[src/rtl/fram_rd_arbiter_if.sv]
// Bundles the requester-side and FRAM-side signals of the FRAM read arbiter.
// master: the arbiter itself; slave: the loaders and FRAM controller around it.
interface fram_rd_arbiter_if #(
    parameter int unsigned NUM_REQ = 4,
    parameter int unsigned ID_W    = 2
);
    logic [NUM_REQ-1:0]    req_rden;
    logic [NUM_REQ*11-1:0] req_length;
    logic [NUM_REQ*16-1:0] req_addr;
    logic [NUM_REQ-1:0]    req_busy;
    logic [NUM_REQ-1:0]    req_valid;
    logic [NUM_REQ-1:0]    req_last;
    logic [7:0]            req_data;
    logic [NUM_REQ-1:0]    req_err;
    logic                  fram_rden;
    logic [10:0]           fram_length;
    logic [15:0]           fram_addr;
    logic                  fram_valid;
    logic                  fram_last;
    logic [7:0]            fram_data;
    logic [ID_W-1:0]       active_id;

    modport master (
        input  req_rden, req_length, req_addr, fram_valid, fram_last, fram_data,
        output req_busy, req_valid, req_last, req_data, req_err,
        output fram_rden, fram_length, fram_addr, active_id
    );

    modport slave (
        output req_rden, req_length, req_addr, fram_valid, fram_last, fram_data,
        input  req_busy, req_valid, req_last, req_data, req_err,
        input  fram_rden, fram_length, fram_addr, active_id
    );
endinterface

[src/rtl/fram_rd_arbiter.sv]
// Round-robin arbiter sharing one FRAM read-burst port between NUM_REQ loaders,
// with one pending request slot per loader and a stall timeout per burst.
module fram_rd_arbiter #(
    parameter int unsigned NUM_REQ     = 4,
    parameter int unsigned ID_W        = 2,
    parameter logic [19:0] TIMEOUT_CYC = 20'd1000000,
    parameter logic [10:0] MAX_LEN     = 11'd1024
) (
    input  logic               sys_clk,
    input  logic               glbl_rst,
    fram_rd_arbiter_if.master  bus
);

    typedef enum logic [1:0] {StIdle, StWait, StGap} state_e;

    state_e               state_q, state_d;
    logic [NUM_REQ-1:0]   pend_q, pend_d;
    logic [NUM_REQ-1:0]   err_q, err_d;
    logic [NUM_REQ-1:0]   valid_q, valid_d;
    logic [NUM_REQ-1:0]   last_q, last_d;
    logic [15:0]          slot_addr_q [NUM_REQ];
    logic [15:0]          slot_addr_d [NUM_REQ];
    logic [10:0]          slot_len_q [NUM_REQ];
    logic [10:0]          slot_len_d [NUM_REQ];
    logic [ID_W-1:0]      last_grant_q, last_grant_d;
    logic [ID_W-1:0]      active_q, active_d;
    logic [19:0]          timer_q, timer_d;
    logic                 rden_q, rden_d;
    logic [15:0]          addr_q, addr_d;
    logic [10:0]          len_q, len_d;
    logic [7:0]           data_q, data_d;

    logic [NUM_REQ-1:0]   finish;
    logic                 found;
    logic [ID_W-1:0]      grant;

    always_comb begin
        int unsigned idx;
        state_d      = state_q;
        pend_d       = pend_q;
        err_d        = '0;
        valid_d      = '0;
        last_d       = '0;
        slot_addr_d  = slot_addr_q;
        slot_len_d   = slot_len_q;
        last_grant_d = last_grant_q;
        active_d     = active_q;
        timer_d      = timer_q;
        rden_d       = 1'b0;
        addr_d       = addr_q;
        len_d        = len_q;
        data_d       = data_q;
        finish       = '0;
        found        = 1'b0;
        grant        = '0;
        idx          = 0;

        unique case (state_q)
            StIdle: begin
                // Search starts just after the last owner so every pending slot gets a turn.
                for (int unsigned k = 1; k <= NUM_REQ; k++) begin
                    idx = (32'(last_grant_q) + k) % NUM_REQ;
                    if (!found && pend_q[idx]) begin
                        found = 1'b1;
                        grant = ID_W'(idx);
                    end
                end
                if (found) begin
                    rden_d   = 1'b1;
                    addr_d   = slot_addr_q[grant];
                    len_d    = slot_len_q[grant];
                    active_d = grant;
                    timer_d  = '0;
                    state_d  = StWait;
                end
            end
            StWait: begin
                if (bus.fram_valid) begin
                    data_d            = bus.fram_data;
                    valid_d[active_q] = 1'b1;
                    last_d[active_q]  = bus.fram_last;
                    timer_d           = '0;
                    if (bus.fram_last) begin
                        finish[active_q] = 1'b1;
                        last_grant_d     = active_q;
                        state_d          = StGap;
                    end
                end else if (timer_q == TIMEOUT_CYC - 20'd1) begin
                    err_d[active_q]  = 1'b1;
                    finish[active_q] = 1'b1;
                    last_grant_d     = active_q;
                    state_d          = StGap;
                end else if (timer_q != '1) begin
                    timer_d = timer_q + 20'd1;
                end
            end
            StGap:   state_d = StIdle;
            default: state_d = StIdle;
        endcase

        // A capture in the owner's completion cycle overrides the clear.
        for (int i = 0; i < NUM_REQ; i++) begin
            pend_d[i] = pend_q[i] & ~finish[i];
            if (bus.req_rden[i] && (!pend_q[i] || finish[i])) begin
                slot_addr_d[i] = bus.req_addr[16*i +: 16];
                slot_len_d[i]  = bus.req_length[11*i +: 11];
                if (bus.req_length[11*i +: 11] != 11'd0 &&
                    bus.req_length[11*i +: 11] <= MAX_LEN) begin
                    pend_d[i] = 1'b1;
                end else begin
                    err_d[i] = 1'b1;
                end
            end
        end
    end

    always_ff @(posedge sys_clk) begin
        if (glbl_rst) begin
            state_q      <= StIdle;
            pend_q       <= '0;
            err_q        <= '0;
            valid_q      <= '0;
            last_q       <= '0;
            for (int i = 0; i < NUM_REQ; i++) begin
                slot_addr_q[i] <= '0;
                slot_len_q[i]  <= '0;
            end
            last_grant_q <= ID_W'(NUM_REQ - 1);
            active_q     <= '0;
            timer_q      <= '0;
            rden_q       <= 1'b0;
            addr_q       <= '0;
            len_q        <= '0;
            data_q       <= '0;
        end else begin
            state_q      <= state_d;
            pend_q       <= pend_d;
            err_q        <= err_d;
            valid_q      <= valid_d;
            last_q       <= last_d;
            slot_addr_q  <= slot_addr_d;
            slot_len_q   <= slot_len_d;
            last_grant_q <= last_grant_d;
            active_q     <= active_d;
            timer_q      <= timer_d;
            rden_q       <= rden_d;
            addr_q       <= addr_d;
            len_q        <= len_d;
            data_q       <= data_d;
        end
    end

    assign bus.req_busy    = pend_q;
    assign bus.req_valid   = valid_q;
    assign bus.req_last    = last_q;
    assign bus.req_data    = data_q;
    assign bus.req_err     = err_q;
    assign bus.fram_rden   = rden_q;
    assign bus.fram_addr   = addr_q;
    assign bus.fram_length = len_q;
    assign bus.active_id   = active_q;

endmodule

[src/flat_wrapper.sv]
// flat-port wrapper written by rule: the top's interface ports become plain ports
module fram_rd_arbiter_flat 
#(
    parameter int unsigned NUM_REQ     = 4,
    parameter int unsigned ID_W        = 2,
    parameter logic [19:0] TIMEOUT_CYC = 20'd1000000,
    parameter logic [10:0] MAX_LEN     = 11'd1024
)
  (sys_clk, glbl_rst, bus_req_rden, bus_req_length, bus_req_addr, bus_fram_valid, bus_fram_last, bus_fram_data, bus_req_busy, bus_req_valid, bus_req_last, bus_req_data, bus_req_err, bus_fram_rden, bus_fram_length, bus_fram_addr, bus_active_id);
  fram_rd_arbiter_if #(.NUM_REQ(NUM_REQ), .ID_W(ID_W)) bus_i ();
  input  logic sys_clk;
  input  logic glbl_rst;
  input wire logic [$bits(bus_i.req_rden)-1:0] bus_req_rden;
  input wire logic [$bits(bus_i.req_length)-1:0] bus_req_length;
  input wire logic [$bits(bus_i.req_addr)-1:0] bus_req_addr;
  input wire logic [$bits(bus_i.fram_valid)-1:0] bus_fram_valid;
  input wire logic [$bits(bus_i.fram_last)-1:0] bus_fram_last;
  input wire logic [$bits(bus_i.fram_data)-1:0] bus_fram_data;
  output wire logic [$bits(bus_i.req_busy)-1:0] bus_req_busy;
  output wire logic [$bits(bus_i.req_valid)-1:0] bus_req_valid;
  output wire logic [$bits(bus_i.req_last)-1:0] bus_req_last;
  output wire logic [$bits(bus_i.req_data)-1:0] bus_req_data;
  output wire logic [$bits(bus_i.req_err)-1:0] bus_req_err;
  output wire logic [$bits(bus_i.fram_rden)-1:0] bus_fram_rden;
  output wire logic [$bits(bus_i.fram_length)-1:0] bus_fram_length;
  output wire logic [$bits(bus_i.fram_addr)-1:0] bus_fram_addr;
  output wire logic [$bits(bus_i.active_id)-1:0] bus_active_id;
  assign bus_i.req_rden = bus_req_rden;
  assign bus_i.req_length = bus_req_length;
  assign bus_i.req_addr = bus_req_addr;
  assign bus_i.fram_valid = bus_fram_valid;
  assign bus_i.fram_last = bus_fram_last;
  assign bus_i.fram_data = bus_fram_data;
  assign bus_req_busy = bus_i.req_busy;
  assign bus_req_valid = bus_i.req_valid;
  assign bus_req_last = bus_i.req_last;
  assign bus_req_data = bus_i.req_data;
  assign bus_req_err = bus_i.req_err;
  assign bus_fram_rden = bus_i.fram_rden;
  assign bus_fram_length = bus_i.fram_length;
  assign bus_fram_addr = bus_i.fram_addr;
  assign bus_active_id = bus_i.active_id;
  fram_rd_arbiter #(.NUM_REQ(NUM_REQ), .ID_W(ID_W), .TIMEOUT_CYC(TIMEOUT_CYC), .MAX_LEN(MAX_LEN)) u_core (.sys_clk(sys_clk), .glbl_rst(glbl_rst), .bus(bus_i));
endmodule
[config.mk]
export PLATFORM = sky130hd
export DESIGN_NAME = fram_rd_arbiter_flat
export DESIGN_NICKNAME = d
export VERILOG_FILES = /design/src/rtl/fram_rd_arbiter_if.sv /design/src/rtl/fram_rd_arbiter.sv /design/src/flat_wrapper.sv
export SDC_FILE = /design/constraint.sdc
export NUM_CORES = 1
export LEC_CHECK = 0
export CAP_MARGIN = 10
export CORE_ASPECT_RATIO = 0.8
export CORE_MARGIN = 2
export CORE_UTILIZATION = 50
export CTS_CLUSTER_DIAMETER = 80
export CTS_CLUSTER_SIZE = 20
export DETAILED_ROUTE_END_ITERATION = 8
export GPL_TIMING_DRIVEN = 1
export PLACE_DENSITY = 0.76
export SLEW_MARGIN = 20
export SYNTH_ARGS = -nofsm -noshare
export SYNTH_HDL_FRONTEND = slang
export SYNTH_SLANG_ARGS = --single-unit
[constraint.sdc]
create_clock -name sys_clk -period 2.3 [get_ports sys_clk]
set_input_delay 0.46 -clock sys_clk [delete_from_list [all_inputs] [get_ports sys_clk]]
set_output_delay 0.46 -clock sys_clk [all_outputs]
set_load 0.05 [all_outputs]
Word-level counts from Yosys, hierarchy flattened
Cells that the tools add are included.
W data, S select, Z words.
- memories: 0
- word-level logic and storage cells: 160
- latch bits: 0
- bits in writable memories: 0
- flip-flop bits (word level): 186
- output and inout bits: 54
- memory bits (read-only): 0
- $add $sub $neg: 5
- shift-type cells: 0
- reductions and logical operators: 37
- div/mod/pow operators: 0
- multiplexer cells: 65
- equality and inequality tests: 9
- bitwise operators: 13
- multipliers: 0
- magnitude comparators: 11
- operator list (operator ; number):
    $mux W20 ; 4
    $le A11 B11 Y1 const B ; 4
    $reduce_bool A11 Y1 ; 4
    $pmux W20 S2 ; 1
    $bmux W16 S2 ; 1
    $mux W16 ; 2
    $mux W1 ; 30
    $mux W2 ; 12
    $mux W4 ; 6
    $bmux W11 S2 ; 1
    $mux W11 ; 2
    $add A20 B1 Y20 const B ; 1
    $eq A20 B20 Y1 const B ; 1
    $ne A20 B20 Y1 const B ; 1
    $lt A2 B3 Y1 const B ; 5
    $logic_and A1 B1 Y1 ; 12
    $bmux W1 S2 ; 4
    $logic_not A1 Y1 ; 7
    $not A1 Y1 ; 7
    $ne A3 B2 Y1 const B ; 2
    $ne A3 B3 Y1 const B ; 2
    $reduce_and A3 Y1 ; 2
    $add A2 B1 Y2 const B ; 2
    $add A2 B2 Y2 const B ; 2
    16 further kinds ; 25

Depth between registers and ports, before layout
- depth after elaboration: 21
- mapped depth: 9

Least setup slack after synthesis
No wires, ideal clock.
- path type: reg-to-reg
- start: register u_core.pend_q[1], in the netlist u_core.bus.req_busy[1]
- end: register u_core.addr_q[14], in the netlist u_core.bus.fram_addr[14]
- clock period less this slack: 2.277 ns
- path slack: 0.023 ns
- required time: 2.166 ns
- arrival time: 2.144 ns
- buffers on the path: 3
- stages on the path, launching flop included: 9
- cells stage by stage: dfxtp_1 -> buf_2 -> or3b_2 -> o311a_1 -> buf_2 -> buf_1 -> nand3_1 -> mux2_2 -> o211ai_1
- word-level cells in the longest chain between the ends: 20
- ends and longest elaborated chain (what ; line ; RTL):
    start, declared ; fram_rd_arbiter.sv:17 ; logic [NUM_REQ-1:0] pend_q, pend_d;
    start signal, assigned ; fram_rd_arbiter.sv:137 ; pend_q <= pend_d;
    $bmux W1 S2 ; fram_rd_arbiter.sv:63 ; if (!found && pend_q[idx]) begin
    $mux W1 (implied by the code) ; fram_rd_arbiter.sv:63 ;
    $mux W1 ; fram_rd_arbiter.sv:63 ;
    $mux W1 ; fram_rd_arbiter.sv:58 ; unique case (state_q)
    $logic_not A1 Y1 ; fram_rd_arbiter.sv:63 ;
    $logic_and A1 B1 Y1 ; fram_rd_arbiter.sv:63 ;
    $mux W1 ; fram_rd_arbiter.sv:63 ;
    $mux W1 ; fram_rd_arbiter.sv:58 ;
    [3 not listed] ; -- ;
    $mux W1 ; fram_rd_arbiter.sv:58 ;
    $logic_not A1 Y1 ; fram_rd_arbiter.sv:63 ;
    $logic_and A1 B1 Y1 ; fram_rd_arbiter.sv:63 ;
    $mux W2 ; fram_rd_arbiter.sv:63 ;
    $mux W2 ; fram_rd_arbiter.sv:58 ;
    $not A2 Y3 (implied by the code) ; fram_rd_arbiter.sv:70 ; addr_d = slot_addr_q[grant];
    $bmux W16 S2 ; fram_rd_arbiter.sv:70 ;
    $mux W16 (implied by the code) (2 in series) ; fram_rd_arbiter.sv:70 ;
    end signal, assigned ; fram_rd_arbiter.sv:147 ; addr_q <= addr_d;
    end, declared ; fram_rd_arbiter.sv:29 ; logic [15:0] addr_q, addr_d;
Several ways; a longest one is shown, not always the timed one. The select of a mux whose other input is x is not followed.
A chain may end at the register's enable or synchronous reset.

Worst setup path after layout
- start: register u_core.active_q[1], in the netlist u_core.bus.active_id[1]
- end: output bus_active_id[1]
- RTL lines (what ; line ; RTL):
    start, declared ; fram_rd_arbiter.sv:26 ; logic [ID_W-1:0] active_q, active_d;
    start signal, assigned ; fram_rd_arbiter.sv:144 ; active_q <= active_d;
    end, declared ; flat_wrapper.sv:27 ; output wire logic [$bits(bus_i.active_id)-1:0] bus_active_id;
No word-level cell between the ends.

==> results.json <==
{
  "outcome": "finished clean",
  "critPathSlowestCell": "clkdlybuf4s50_1",
  "maxSlewHeadroom": 0.613,
  "antenna_found_initial": 0,
  "synth.largest_area_cell": "dfxtp_1",
  "place_area_um2": 11400,
  "ff2ff_setup_slack_ns": 0.13,
  "syn_nets": 1095,
  "synthCells": 970,
  "synth.most_common_cell": "nand2b_1",
  "drtPass1Iterations": 5,
  "crit_buf_inv": 1,
  "cp-startpoint": "u_core.bus.active_id[1]",
  "critPathTopFamily": "buffers and inverters",
  "arrival_ns": 1.76,
  "vias_per_cell": 5.42,
  "postCtsSetupBuffers": 0,
  "wire_per_inst_um": 17.2,
  "synth_commonest_cells": "nand2b_1 (222), dfxtp_1 (186), mux2i_1 (154)",
  "p_per_area_nw_per_um2": 690,
  "fin_hold_ws_ns": 0.340,
  "synth_seq_area_share": 0.403,
  "max_freq_mhz": 450,
  "worstMarginPinSlew_ns": 0.576,
  "syn_to_final_growth_pct": 29.8,
  "tritoncts": "built",
  "seq_area_um2": 3720,
  "grt_overflow": 0,
  "port_buffers": 177,
  "vias": 7566,
  "finalHoldViolCount": 0,
  "synth_edf_count": 0,
  "finalNonFillerCells": 1396,
  "critPathCapture": "bus_active_id[1]",
  "async_reset_ff_frac": 0,
  "ir_drop_v": 0.000489,
  "rsz0062_at_grt": "false",
  "holdCritPathClass": "in -> reg",
  "synth-seq-cells": 186,
  "grt_pass1_wl_um": 38600,
  "critPathCaptureType": "primary output",
  "timing.rr.end": "u_core.slot_len_q[2]",
  "r2r-start": "u_core.timer_q[10]",
  "grt.total_usage": 0.249,
  "fin_crit_sh": 0.966,
  "cap_violations": 0,
  "netlist_area_um2": 9230,
  "multiInputGateArea_um2": 5010,
  "drc": 0,
  "critical_path_depth": 1,
  "die_h_um": 126,
  "drt_iter0_drc": 622,
  "cts_made_buffers": 17,
  "clkTransAtPathRegs_ns": 0.06,
  "ant_nets": 0,
  "reg2reg_depth": 6,
  "setup_viol": 0,
  "clk_path_buf_depth": 2,
  "cts.hold.buffers_added": 0,
  "clock-root-buffer": "clkbuf_16",
  "slowest_delay_ns": 0.87,
  "ioPinCount": 178,
  "wl_um": 24100,
  "grt_pass1_vias": 7242,
  "final_util": 0.661,
  "dp_hpwl_um": 17000,
  "crit_fanout": 8,
  "cts_max_level": 4,
  "slew_violations": 0,
  "critPathLaunchType": "flop",
  "clock_latency_ns": 0.44,
  "synth_cell_types": 58,
  "path_cells": "clkdlybuf4s50_1",
  "final_nets": 1278,
  "antenna_cells": 0,
  "criticalPathCategory": "reg -> out",
  "min_period_ns": 2.22,
  "p_leak_nw": 4.44,
  "dp_cells": 1364,
  "final.setup.tns_ns": 0,
  "yosys_warnings": 0,
  "final.setup_skew_ns": 0.00732,
  "place.gp.congestion": 0.891,
  "die_area_um2": 19600,
  "crit_required_ns": 1.84,
  "syn_avg_cell_area_um2": 9.52,
  "die_w_um": 156,
  "num_rows": 44,
  "core_um2": 18100,
  "synthFlopType": "dfxtp_1",
  "grt_max_degree": 192,
  "start_util": 0.510,
  "drive_above_1_share": 0.111,
  "ys_top_cells_by_area": "dfxtp_1 (40%), mux2i_1 (17%), nand2b_1 (15%), nand3_1 (2.4%), mux2_2 (2.2%)",
  "synth_top_area_share": 0.403,
  "n_fill_cell": 1460,
  "final_area_um2": 12000,
  "cts_sinks": 186
}
==> per-layer routing <==
metal,part of all wire,global-route usage
met4,0.016,0.0718
met5,0,0
met2,0.45,0.378
met1,0.48,0.361
met3,0.059,0.0475
==> where the power goes <==
group	internal, mW	leakage [nW]	total, mW	switching (mW)
logic	0.838	2.65	1.78	0.939
registers	3.44	1.52	3.60	0.156
clock network	1.63	0.274	2.90	1.27
==> timing repair <==
| item | 4_1_cts | 5_1_grt |
|---|---|---|
| hold endpoints to repair | 0 | 0 |
| setup endpoints to repair | 2 | 4 |
| gates resized for setup | 2 | 2 |
==> worst min-delay path by stage <==
stage | start | to | slack, ns | depth (start not counted)
floorplan | u_core.slot_addr_q[32] | u_core.slot_addr_q[32] | 0.45 | 2
global placement | u_core.bus.fram_length[1] | u_core.bus.fram_length[1] | 0.45 | 2
detailed placement | u_core.bus.fram_length[1] | u_core.bus.fram_length[1] | 0.46 | 2
CTS | glbl_rst | u_core.timer_q[1] | 0.33 | 2
global route | glbl_rst | u_core.timer_q[1] | 0.36 | 2
finish | glbl_rst | u_core.timer_q[1] | 0.34 | 2
==> cells by family (layout without fill, tap and decap cells) <==
logic type | count (synthesis) | after routing | synth area share
AND/OR/NAND/NOR | 435 | 435 | 0.270
flip-flops | 186 | 186 | 0.403
multiplexers | 172 | 172 | 0.189
AO/OA/AOI/OAI | 89 | 89 | 0.0722
buffers and inverters | 79 | 275 | 0.0561
XOR/XNOR | 8 | 8 | 0.00759
adder cells (fa/ha/maj) | 1 | 1 | 0.00136
==> flip-flops by register name, summed over array words and instances, names as in the netlist <==
signal	flops
u_core.bus.active_id	2
u_core.bus.fram_addr	16
u_core.bus.fram_length	11
u_core.bus.fram_rden	1
u_core.bus.req_busy	4
u_core.bus.req_data	8
u_core.bus.req_err	4
u_core.bus.req_last	4
u_core.bus.req_valid	4
u_core.last_grant_q	2
u_core.slot_addr_q	64
u_core.slot_len_q	44
u_core.state_q	2
u_core.timer_q	20
==> layout by cell type (no fill, tap or decap), types with 3 or more instances in the layout <==
master and instances:
or3_1 3, buf_12 13, nand2b_1 222, o22ai_1 3
and4_1 4, a21oi_1 14, dfxtp_1 186, or2_2 6
clkinvlp_4 3, mux2_2 18, nor4_1 14, nor3_1 7
clkbuf_1 3, nand3_1 44, clkinv_2 4, or4_1 10
clkdlybuf4s50_1 171, xnor2_1 4, o21ai_0 8, nor2b_1 5
inv_1 9, a31oi_1 3, xor2_1 4, nor2_1 41
o21a_1 3, nand4_1 12, mux2i_1 154, clkbuf_16 17
nand2_1 49, buf_4 47, o31ai_1 9, and2_1 3
o211ai_1 18, o221ai_1 10, a21oi_4 4
==> stage by stage <==
step / power, mW / worst slack, ns
6_report: 8.27 / 0.0774
3_5_place_dp: 5.43 / -0.225
2_1_floorplan: 4.75 / 0.0226
3_3_place_gp: 5.41 / -0.153
4_1_cts: 8.31 / 0.0537
5_1_grt: 8.57 / 0.00700
==> layout make-up <==
cell class / instances / area share
Clock buffer: 21 / 0.0376
Multi-Input combinational cell: 705 / 0.418
Tap cell: 230 / 0.0240
Inverter: 9 / 0.00282
Clock inverter: 11 / 0.0100
Timing Repair Buffer: 234 / 0.197
Sequential cell: 186 / 0.311
Power figures use the tool's default switching activity.
